$ cat src/rtl/game_pkg.sv
// Shared widths, ASCII bounds and FSM encoding for the typing-game letter datapath.
package game_pkg;

    localparam int unsigned CH_W  = 8;
    localparam int unsigned X_W   = 9;
    localparam int unsigned Y_W   = 10;
    localparam int unsigned SPD_W = 3;

    localparam logic [CH_W-1:0] ASCII_A = 8'd65;
    localparam logic [CH_W-1:0] ASCII_Z = 8'd90;

    // Row at or beyond which a letter is lost; the renderer clips at the same row.
    localparam logic [X_W-1:0] X_BOTTOM_DEF = 9'd470;

    typedef enum logic [2:0] {
        StIdle,
        StMove,
        StSpawn,
        StScan,
        StResolve
    } pool_state_e;

endpackage

$ cat src/rtl/pool_free_finder.sv
// Priority encoder: lowest-index free slot plus an any-free flag.
module pool_free_finder
    import game_pkg::*;
#(
    parameter int unsigned SLOTS = 8,
    parameter int unsigned IDX_W = $clog2(SLOTS)
) (
    input  logic [SLOTS-1:0] valid,
    output logic [IDX_W-1:0] free_idx,
    output logic             any_free
);

    always_comb begin
        any_free = 1'b0;
        free_idx = '0;
        // Walk downwards so the lowest free index is the last one written.
        for (int i = SLOTS - 1; i >= 0; i--) begin
            if (!valid[i]) begin
                any_free = 1'b1;
                free_idx = IDX_W'(i);
            end
        end
    end

endmodule

$ cat src/rtl/letter_pool.sv
// Pool of falling letters: spawns, moves, and removes letters on keystroke hit or bottom miss.
module letter_pool
    import game_pkg::*;
#(
    parameter int unsigned     SLOTS        = 8,
    parameter int unsigned     SPAWN_PERIOD = 60,
    parameter logic [X_W-1:0]  X_BOTTOM     = X_BOTTOM_DEF
) (
    input  logic                  clk,
    input  logic                  rst_n,
    input  logic                  frame_tick,
    input  logic [CH_W-1:0]       gen_ch,
    input  logic [SPD_W-1:0]      gen_speed,
    input  logic [X_W-1:0]        gen_x,
    input  logic [Y_W-1:0]        gen_y,
    input  logic                  key_valid,
    input  logic [CH_W-1:0]       key_ch,
    output logic [SLOTS-1:0]      slot_valid,
    output logic [CH_W*SLOTS-1:0] slot_ch,
    output logic [X_W*SLOTS-1:0]  slot_x,
    output logic [Y_W*SLOTS-1:0]  slot_y,
    output logic [15:0]           score,
    output logic [7:0]            misses,
    output logic                  hit_pulse,
    output logic                  miss_pulse,
    output logic                  busy
);

    localparam int unsigned      IDX_W      = $clog2(SLOTS);
    localparam int unsigned      CNT_W      = (SPAWN_PERIOD > 1) ? $clog2(SPAWN_PERIOD) : 1;
    localparam logic [IDX_W-1:0] LAST_IDX   = IDX_W'(SLOTS - 1);
    localparam logic [CNT_W-1:0] SPAWN_LAST = CNT_W'(SPAWN_PERIOD - 1);

    pool_state_e state_q, state_d;
    logic [IDX_W-1:0] idx_q, idx_d;

    logic            frame_pend_q, frame_pend_d;
    logic            key_pend_q, key_pend_d;
    logic [CH_W-1:0] key_hold_q, key_hold_d;
    logic [CH_W-1:0] scan_key_q, scan_key_d;
    logic            frame_start, key_start;

    logic [SLOTS-1:0] valid_q, valid_d;
    logic [CH_W-1:0]  ch_q  [SLOTS];
    logic [CH_W-1:0]  ch_d  [SLOTS];
    logic [X_W-1:0]   x_q   [SLOTS];
    logic [X_W-1:0]   x_d   [SLOTS];
    logic [Y_W-1:0]   y_q   [SLOTS];
    logic [Y_W-1:0]   y_d   [SLOTS];
    logic [SPD_W-1:0] spd_q [SLOTS];
    logic [SPD_W-1:0] spd_d [SLOTS];

    logic [CNT_W-1:0] spawn_cnt_q, spawn_cnt_d;
    logic             best_found_q, best_found_d;
    logic [IDX_W-1:0] best_idx_q, best_idx_d;
    logic [X_W-1:0]   best_x_q, best_x_d;
    logic [15:0]      score_q, score_d;
    logic [7:0]       misses_q, misses_d;
    logic             hit_q, hit_d;
    logic             miss_q, miss_d;

    logic [X_W:0]     cur_nx;
    logic             cur_match;
    logic [IDX_W-1:0] free_idx;
    logic             any_free;

    pool_free_finder #(
        .SLOTS (SLOTS),
        .IDX_W (IDX_W)
    ) u_free_finder (
        .valid    (valid_q),
        .free_idx (free_idx),
        .any_free (any_free)
    );

    // FSM state register
    always_ff @(posedge clk or negedge rst_n) begin
        if (!rst_n) begin
            state_q <= StIdle;
            idx_q   <= '0;
        end else begin
            state_q <= state_d;
            idx_q   <= idx_d;
        end
    end

    // FSM next state
    always_comb begin
        state_d = state_q;
        idx_d   = idx_q;
        unique case (state_q)
            StIdle: begin
                if (frame_pend_q) begin
                    state_d = StMove;
                    idx_d   = '0;
                end else if (key_pend_q) begin
                    state_d = StScan;
                    idx_d   = '0;
                end
            end
            StMove: begin
                if (idx_q == LAST_IDX) state_d = StSpawn;
                else                   idx_d   = idx_q + 1'b1;
            end
            StSpawn: state_d = StIdle;
            StScan: begin
                if (idx_q == LAST_IDX) state_d = StResolve;
                else                   idx_d   = idx_q + 1'b1;
            end
            StResolve: state_d = StIdle;
            default:   state_d = StIdle;
        endcase
    end

    // FSM outputs
    always_comb begin
        busy        = (state_q != StIdle);
        frame_start = (state_q == StIdle) && frame_pend_q;
        key_start   = (state_q == StIdle) && !frame_pend_q && key_pend_q;
    end

    // A held key is never overwritten; scan_key freezes it so the latch can re-arm mid-scan.
    always_comb begin
        frame_pend_d = (frame_pend_q && !frame_start) || frame_tick;
        key_pend_d   = key_pend_q ? !key_start : key_valid;
        key_hold_d   = (key_valid && !key_pend_q) ? key_ch : key_hold_q;
        scan_key_d   = key_start ? key_hold_q : scan_key_q;
    end

    always_comb begin
        cur_nx    = {1'b0, x_q[idx_q]} + (X_W + 1)'(spd_q[idx_q]);
        cur_match = valid_q[idx_q] && (ch_q[idx_q] == scan_key_q);
    end

    always_comb begin
        valid_d      = valid_q;
        ch_d         = ch_q;
        x_d          = x_q;
        y_d          = y_q;
        spd_d        = spd_q;
        spawn_cnt_d  = spawn_cnt_q;
        best_found_d = best_found_q;
        best_idx_d   = best_idx_q;
        best_x_d     = best_x_q;
        score_d      = score_q;
        misses_d     = misses_q;
        hit_d        = 1'b0;
        miss_d       = 1'b0;
        unique case (state_q)
            StIdle: begin
                if (key_start) begin
                    best_found_d = 1'b0;
                    best_idx_d   = '0;
                    best_x_d     = '0;
                end
            end
            StMove: begin
                if (valid_q[idx_q]) begin
                    if (cur_nx >= {1'b0, X_BOTTOM}) begin
                        valid_d[idx_q] = 1'b0;
                        miss_d         = 1'b1;
                        if (misses_q != 8'hFF) misses_d = misses_q + 1'b1;
                    end else begin
                        x_d[idx_q] = cur_nx[X_W-1:0];
                    end
                end
            end
            StSpawn: begin
                if (spawn_cnt_q == SPAWN_LAST) begin
                    spawn_cnt_d = '0;
                    if (any_free) begin
                        valid_d[free_idx] = 1'b1;
                        ch_d[free_idx]    = gen_ch;
                        spd_d[free_idx]   = gen_speed;
                        x_d[free_idx]     = gen_x;
                        y_d[free_idx]     = gen_y;
                    end
                end else begin
                    spawn_cnt_d = spawn_cnt_q + 1'b1;
                end
            end
            StScan: begin
                // Strict compare: on equal rows the earlier (lower) index is kept.
                if (cur_match && (!best_found_q || (x_q[idx_q] > best_x_q))) begin
                    best_found_d = 1'b1;
                    best_idx_d   = idx_q;
                    best_x_d     = x_q[idx_q];
                end
            end
            StResolve: begin
                if (best_found_q) begin
                    valid_d[best_idx_q] = 1'b0;
                    hit_d               = 1'b1;
                    if (score_q != 16'hFFFF) score_d = score_q + 1'b1;
                end
            end
            default: ;
        endcase
    end

    always_ff @(posedge clk or negedge rst_n) begin
        if (!rst_n) begin
            frame_pend_q <= 1'b0;
            key_pend_q   <= 1'b0;
            key_hold_q   <= '0;
            scan_key_q   <= '0;
            valid_q      <= '0;
            ch_q         <= '{default: '0};
            x_q          <= '{default: '0};
            y_q          <= '{default: '0};
            spd_q        <= '{default: '0};
            spawn_cnt_q  <= '0;
            best_found_q <= 1'b0;
            best_idx_q   <= '0;
            best_x_q     <= '0;
            score_q      <= '0;
            misses_q     <= '0;
            hit_q        <= 1'b0;
            miss_q       <= 1'b0;
        end else begin
            frame_pend_q <= frame_pend_d;
            key_pend_q   <= key_pend_d;
            key_hold_q   <= key_hold_d;
            scan_key_q   <= scan_key_d;
            valid_q      <= valid_d;
            ch_q         <= ch_d;
            x_q          <= x_d;
            y_q          <= y_d;
            spd_q        <= spd_d;
            spawn_cnt_q  <= spawn_cnt_d;
            best_found_q <= best_found_d;
            best_idx_q   <= best_idx_d;
            best_x_q     <= best_x_d;
            score_q      <= score_d;
            misses_q     <= misses_d;
            hit_q        <= hit_d;
            miss_q       <= miss_d;
        end
    end

    always_comb begin
        slot_ch = '0;
        slot_x  = '0;
        slot_y  = '0;
        for (int i = 0; i < SLOTS; i++) begin
            slot_ch[i*CH_W +: CH_W] = ch_q[i];
            slot_x[i*X_W +: X_W]    = x_q[i];
            slot_y[i*Y_W +: Y_W]    = y_q[i];
        end
    end

    assign slot_valid = valid_q;
    assign score      = score_q;
    assign misses     = misses_q;
    assign hit_pulse  = hit_q;
    assign miss_pulse = miss_q;

endmodule

$ cat config.mk
export PLATFORM = sky130hd
export DESIGN_NAME = letter_pool
export DESIGN_NICKNAME = d
export VERILOG_FILES = /design/src/rtl/game_pkg.sv /design/src/rtl/pool_free_finder.sv /design/src/rtl/letter_pool.sv
export SDC_FILE = /design/constraint.sdc
export NUM_CORES = 1
export LEC_CHECK = 0
export ABC_AREA = 1
export CORE_ASPECT_RATIO = 0.9
export CORE_UTILIZATION = 56
export CTS_CLUSTER_DIAMETER = 40
export DETAILED_ROUTE_END_ITERATION = 8
export PLACE_DENSITY = 0.85
export SYNTH_ARGS = -nofsm -noshare
export SYNTH_HDL_FRONTEND = slang
export SYNTH_SLANG_ARGS = --single-unit
$ cat constraint.sdc
create_clock -name clk -period 11.1 [get_ports clk]
set_clock_uncertainty 0.05 [all_clocks]
set_input_delay 1.11 -clock clk [delete_from_list [all_inputs] [get_ports clk]]
set_output_delay 1.11 -clock clk [all_outputs]
set_load 0.01 [all_outputs]
=== Word-level counts from Yosys, hierarchy flattened ===
Cells that the tools add are included.

* $lt $le $gt $ge: 12
* Equal/unequal tests: 21
* Bitwise logic cells: 7
* Mux-type cells: 84
* Reduce and logical (&&, ||, !) cells: 34
* $add $sub $neg: 5

{| class="wikitable"
|+ Operators with widths
! operator !! count
|-
| $mux W72 || 4
|-
| $bwmux W72 || 2
|-
| $pmux W72 S2 || 1
|-
| $bwmux W80 || 1
|-
| $bwmux W64 || 1
|-
| $mux W8 || 8
|-
| $mux W3 || 20
|-
| $demux W9 S3 || 2
|-
| $mux W9 || 6
|-
| $demux W10 S3 || 1
|-
| $bmux W9 S3 || 1
|-
| $bmux W8 S3 || 1
|-
| $bwmux W24 || 1
|-
| $demux W8 S3 || 1
|-
| $pmux W8 S3 || 1
|-
| $ne A2 B2 Y1 const B || 11
|-
| $mux W1 || 20
|-
| $pmux W9 S2 || 1
|-
| $add A16 B1 Y16 const B || 1
|-
| $and A8 B8 Y8 || 2
|-
| $ne A16 B16 Y1 const B || 1
|-
| $not A8 Y8 || 2
|-
| $reduce_and A3 Y1 || 5
|-
| $logic_and A1 B1 Y1 || 12
|-
| other kinds (37) || 57
|}

* Output and inout port bits: 251
* Register bits after elaboration: 317
* Word-level logic and storage cells: 210

=== Depth between registers and ports, before layout ===
* Depth after elaboration: 17
* Mapped depth: 26
* Mapped depth without buffers: 25

=== Hierarchy ===
A second synthesis with hierarchy kept.

* Cells, all modules: 1847
* Area total of the unflattened synthesis: 15274.6 µm²

{| class="wikitable"
|+ Modules (own cells, without submodules)
! module !! times used !! area an instance (µm²) !! cells each !! sequential area each (µm²)
|-
| letter_pool || 1 || 15195.8 || 1829 || 7932.6
|-
| pool_free_finder || 1 || 78.8 || 18 || 0.0
|}

=== Least setup slack after synthesis ===
Ideal clock, no wire load.

* Kind: reg2reg
* Start point: reg idx_q[0]
* End point: reg misses_q[6] (netlist: misses[6])
* Setup time: 123 ps
* Data required time: 10927 ps
* Arrival: 3599 ps
* Cell stages (with the launch flop): 23
* Slack: 7328 ps
* Clock period less this slack: 3772 ps
* Path buffers: 5
* Path through: dfrtp_1 buf_4 buf_4 nand2_2 inv_2 buf_2 a22o_1 a221oi_1 nand4_1 ha_1 inv_1 fa_1 buf_1 or2_2 nand3_1 nand3_1 a21oi_1 nand3_2 nand2_1 nand3_2 buf_2 nand2_1 o21ai_1

* Cells in the longest elaborated chain, start to end: 7
* Elaborated cells between the ends (all ways): 12

{| class="wikitable"
|+ Ends and longest elaborated chain
! element !! RTL line !! source
|-
| start: declaration || letter_pool.sv:35 || <nowiki>logic [IDX_W-1:0] idx_q, idx_d;</nowiki>
|-
| start signal: assignment || letter_pool.sv:83 || <nowiki>idx_q <= idx_d;</nowiki>
|-
| $not A3 Y4 (not written as such) || letter_pool.sv:131 || <nowiki>cur_nx = {1'b0, x_q[idx_q]} + (X_W + 1)'(spd_q[idx_q]);</nowiki>
|-
| $bmux W9 S3 or $bmux W3 S3 (tied branches) || letter_pool.sv:131 ||
|-
| $mux W9 (not written as such) or $mux W3 (tied branches) (2 in a row) || letter_pool.sv:131 ||
|-
| $add A9 B3 Y10 || letter_pool.sv:131 ||
|-
| $ge A10 B9 Y1 || letter_pool.sv:159 || <nowiki>if (cur_nx >= {1'b0, X_BOTTOM}) begin</nowiki>
|-
| $reduce_and A4 Y1 (no line) * || -- ||
|-
| end signal: assignment || letter_pool.sv:235 || <nowiki>misses_q <= misses_d;</nowiki>
|-
| end: declaration || letter_pool.sv:58 || <nowiki>logic [7:0] misses_q, misses_d;</nowiki>
|}

Every way passes the cells marked *; elsewhere a longest branch is shown, timed or not. The select of a mux whose other input is x is not followed.
A chain may end at the register's enable or synchronous reset.

=== Worst setup path after layout ===
* Start point: reg idx_q[1]
* End point: reg x_q (netlist bit slot_x[34])

* Cells in the longest elaborated chain, start to end: 9
* Elaborated cells between the ends (all ways): 23

{| class="wikitable"
|+ Ends and longest elaborated chain
! element !! RTL line !! source
|-
| branches (longest 9 deep; another with $add A9 B3 Y10) || -- ||
|-
| end signal: assignment || letter_pool.sv:209 || <nowiki>x_q <= '{default: '0};</nowiki>
|-
| end signal: assignment || letter_pool.sv:227 || <nowiki>x_q <= x_d;</nowiki>
|-
| end: declaration || letter_pool.sv:46 || <nowiki>logic [X_W-1:0] x_q [SLOTS];</nowiki>
|}

Several ways; the timed one is not identified. The select of a mux whose other input is x is not followed.

==> flow_summary.json <==
{
  "status": "finished, final reports clean",
  "drtIter0Drc": 1870,
  "final_common_cell": "nand2_1",
  "numCtsBuffers": 41,
  "antenna_found_initial": 0,
  "crit_path_top_delay_cell": "nor2_1",
  "syn_nets": 1881,
  "period_share": 0.4896,
  "slew-limit-headroom": 0.2043,
  "num_antenna_cells": 0,
  "yosysWarnings": 0,
  "grt_pass1_wl_um": 78720,
  "cp_slowest_stage_delay_ns": 0.94,
  "avgSynthCellArea_um2": 8.299,
  "first_global_vias": 14290,
  "finalWirelength_um": 50480,
  "finalMaxSlewViolations": 0,
  "grt_use_total": 0.3676,
  "regArea_um2": 7933,
  "critPathMaxFanout": 80,
  "reg2reg_depth": 20,
  "fmax_mhz": 184.0,
  "synth_cell_types": 52,
  "clock_sink_count": 317,
  "cts_buffer_depth": 3,
  "final_nets": 2155,
  "ys_async_sr_fraction": 1.000,
  "cts_resized": 0,
  "start_kind": "flop",
  "mostFrequentLayoutCells": "618 x nand2_1, 317 x dfrtp_1, 291 x clkdlybuf4s50_1",
  "cts_root_buf": "clkbuf_16",
  "crit_chain": "nand2_1, nor2_1, a22oi_1, nand4_1, ha_1, inv_1, fa_1, xnor2_1, clkinv_1, or2_2, nand3_1, nand3_1, a21oi_1, nand3_2, nand4_2, nand2_2, buf_4, nand2_4, nand2_1, nand2_1",
  "cp.required_ns": 11.50,
  "worstPathArrival_ns": 5.84,
  "synth_seq_cells": 317,
  "hold_violations": 0,
  "maxCapViolCount": 0,
  "layout_min_cycle_time_ns": 5.435,
  "power_density_nw_per_um2": 245.7,
  "viasPerCell": 5.977,
  "pre_cts_ws_ns": 5.984,
  "path_clk_slew_ns": 0.06,
  "wire_per_inst_um": 20.39,
  "ir_worst_vdd_mv": 0.2108,
  "io_pins": 293,
  "finalSetupViolCount": 0,
  "overflow": 0,
  "synth_area_um2": 15110,
  "crit_path_frequent_cell": "nand2_1",
  "syn_inst": 1821,
  "setup_slack_ns": 5.665,
  "port_buffers": 292,
  "hold_path_class": "reg -> reg",
  "synth-edff-count": 0,
  "die_area_um2": 27650,
  "via_count": 14800,
  "drtPass1Iterations": 9,
  "rsz0062_at_grt": "false",
  "worstMarginPinSlew_ns": 1.189,
  "area_delta_synth_final_pct": 30.05,
  "multi_input_area_um2": 6306,
  "cts_tree": "yes",
  "cts.hold.buffers_added": 0,
  "worstHoldPathCells": 2,
  "grt_max_degree": 113,
  "drive_gt1_frac": 0.06861,
  "start_util": 0.5751,
  "clock_latency_ns": 0.54,
  "ys_seq_area_frac": 0.5249,
  "fin_tns_setup_ns": 0,
  "htree_levels": 2,
  "hpwl_um": 34770,
  "row_count": 56,
  "die_h_um": 157.8,
  "ys.flop_type": "dfrtp_1",
  "post_cts_buffers": 0,
  "drc_errors": 0,
  "drtAntennaViolNets": 0,
  "coreArea_um2": 26280,
  "worstSetupPathType": "reg -> reg",
  "place_congestion": 0.9698,
  "fill_cells": 1925,
  "cp-end-kind": "flop",
  "p_leak_uw": 0.009513,
  "die_w_um": 175.2
}
-- cell families (layout without fill, tap and decap cells) --
| group | Yosys count | after routing | share of synthesized area |
|---|---|---|---|
| buf+inv | 216 | 523 | 0.05779 |
| flops | 317 | 317 | 0.5249 |
| xor+xnor | 24 | 24 | 0.01391 |
| compound gates | 364 | 364 | 0.1364 |
| simple gates | 873 | 873 | 0.2449 |
| fa+ha+maj | 18 | 18 | 0.01540 |
| mux | 9 | 9 | 0.006707 |
-- stage by stage --
step	power (uW)	cell area [um^2]	cells	hold WS [ns]	utilization
after floorplan	2664	15110	1821	0.3864	-
after global placement	3373	18240	2400	0.4045	0.6943
after detailed placement	3418	18240	2400	0.4206	0.6943
after CTS	4767	19650	2476	0.4305	0.7480
after global routing	5058	19650	2476	0.4526	0.7480
final	4830	19650	2476	0.4328	0.7480
-- flip-flops by register name, summed over array words and instances, names as in the netlist --
| name | count |
|---|---|
| slot_y | 80 |
| slot_x | 72 |
| slot_ch | 64 |
| spd_q | 24 |
| score | 16 |
| best_x_q | 9 |
| key_hold_q | 8 |
| misses | 8 |
| scan_key_q | 8 |
| slot_valid | 8 |
| spawn_cnt_q | 6 |
| best_idx_q | 3 |
| idx_q | 3 |
| state_q | 3 |
| best_found_q | 1 |
| frame_pend_q | 1 |
| hit_pulse | 1 |
| key_pend_q | 1 |
| miss_pulse | 1 |
-- cells in the mapped netlist (3+ instances only) --
library cell    n  area share
a211oi_1        3      0.0015
a21oi_1        20      0.0066
a221oi_1       11      0.0064
a22o_1          8      0.0046
a22oi_1         9      0.0045
a31oi_1         3      0.0012
buf_1           3     0.00075
buf_2          23      0.0076
clkbuf_1       46       0.011
clkinv_1        3     0.00075
dfrtp_1       317        0.52
ha_1           17       0.014
inv_1         123       0.031
inv_2          13      0.0032
mux2_2          9      0.0067
nand2_1       618        0.15
nand2_2        11      0.0046
nand2_4         8      0.0060
nand3_1       131       0.043
nand4_1        26       0.011
nor2_1         46       0.011
nor2_2          6      0.0025
nor3_1          9      0.0030
o21ai_0       210       0.070
o21ai_1        16      0.0053
o221ai_1        3      0.0017
o22ai_1        72       0.030
xnor2_1         8      0.0046
xor2_1         16      0.0093
-- layer usage --
layer,global-route usage,wire (um)
met1,0.4992,19980
met2,0.5748,22930
met3,0.08766,5759
met4,0.1404,1807
met5,0,0
-- power by group --
part	switching [uW]	leakage, uW	internal [uW]
logic	1310	0.00556	651
clock network	529	0.000683	820
registers	200	0.00327	1320
total	2040	0.00951	2790
-- final timing paths --
check                      slack, ns          start       endpoint
min reg2reg                     0.43  key_hold_q[4]  scan_key_q[4]
min in group asynchronous       0.60          rst_n     slot_x[16]
max                             5.66       idx_q[1]     slot_x[34]
max reg2reg                     5.66       idx_q[1]     slot_x[34]
max in group asynchronous       7.94          rst_n  scan_key_q[4]
min                             0.43  key_hold_q[4]  scan_key_q[4]
-- critical path, delay by kind of cell (launching register included) --
kind	cells	cell delay (ns)
AOI/OAI and AO/OA	2	0.38
DFF	1	0.77
xor gates and xnor gates	1	0.19
and+or+nand+nor	12	2.56
adders and majority gates	2	0.59
buffers and inverters	3	0.75
-- area by class of cell --
| type | count | share of cell area |
|---|---|---|
| multi-input cells | 1288 | 0.3209 |
| clock inverters | 22 | 0.01248 |
| flip-flops and latches | 317 | 0.4036 |
| clock buffers | 54 | 0.05927 |
| well taps | 348 | 0.02215 |
| repair buffers | 308 | 0.1551 |
| inverters | 139 | 0.02655 |
Power figures use the tool's default switching activity.
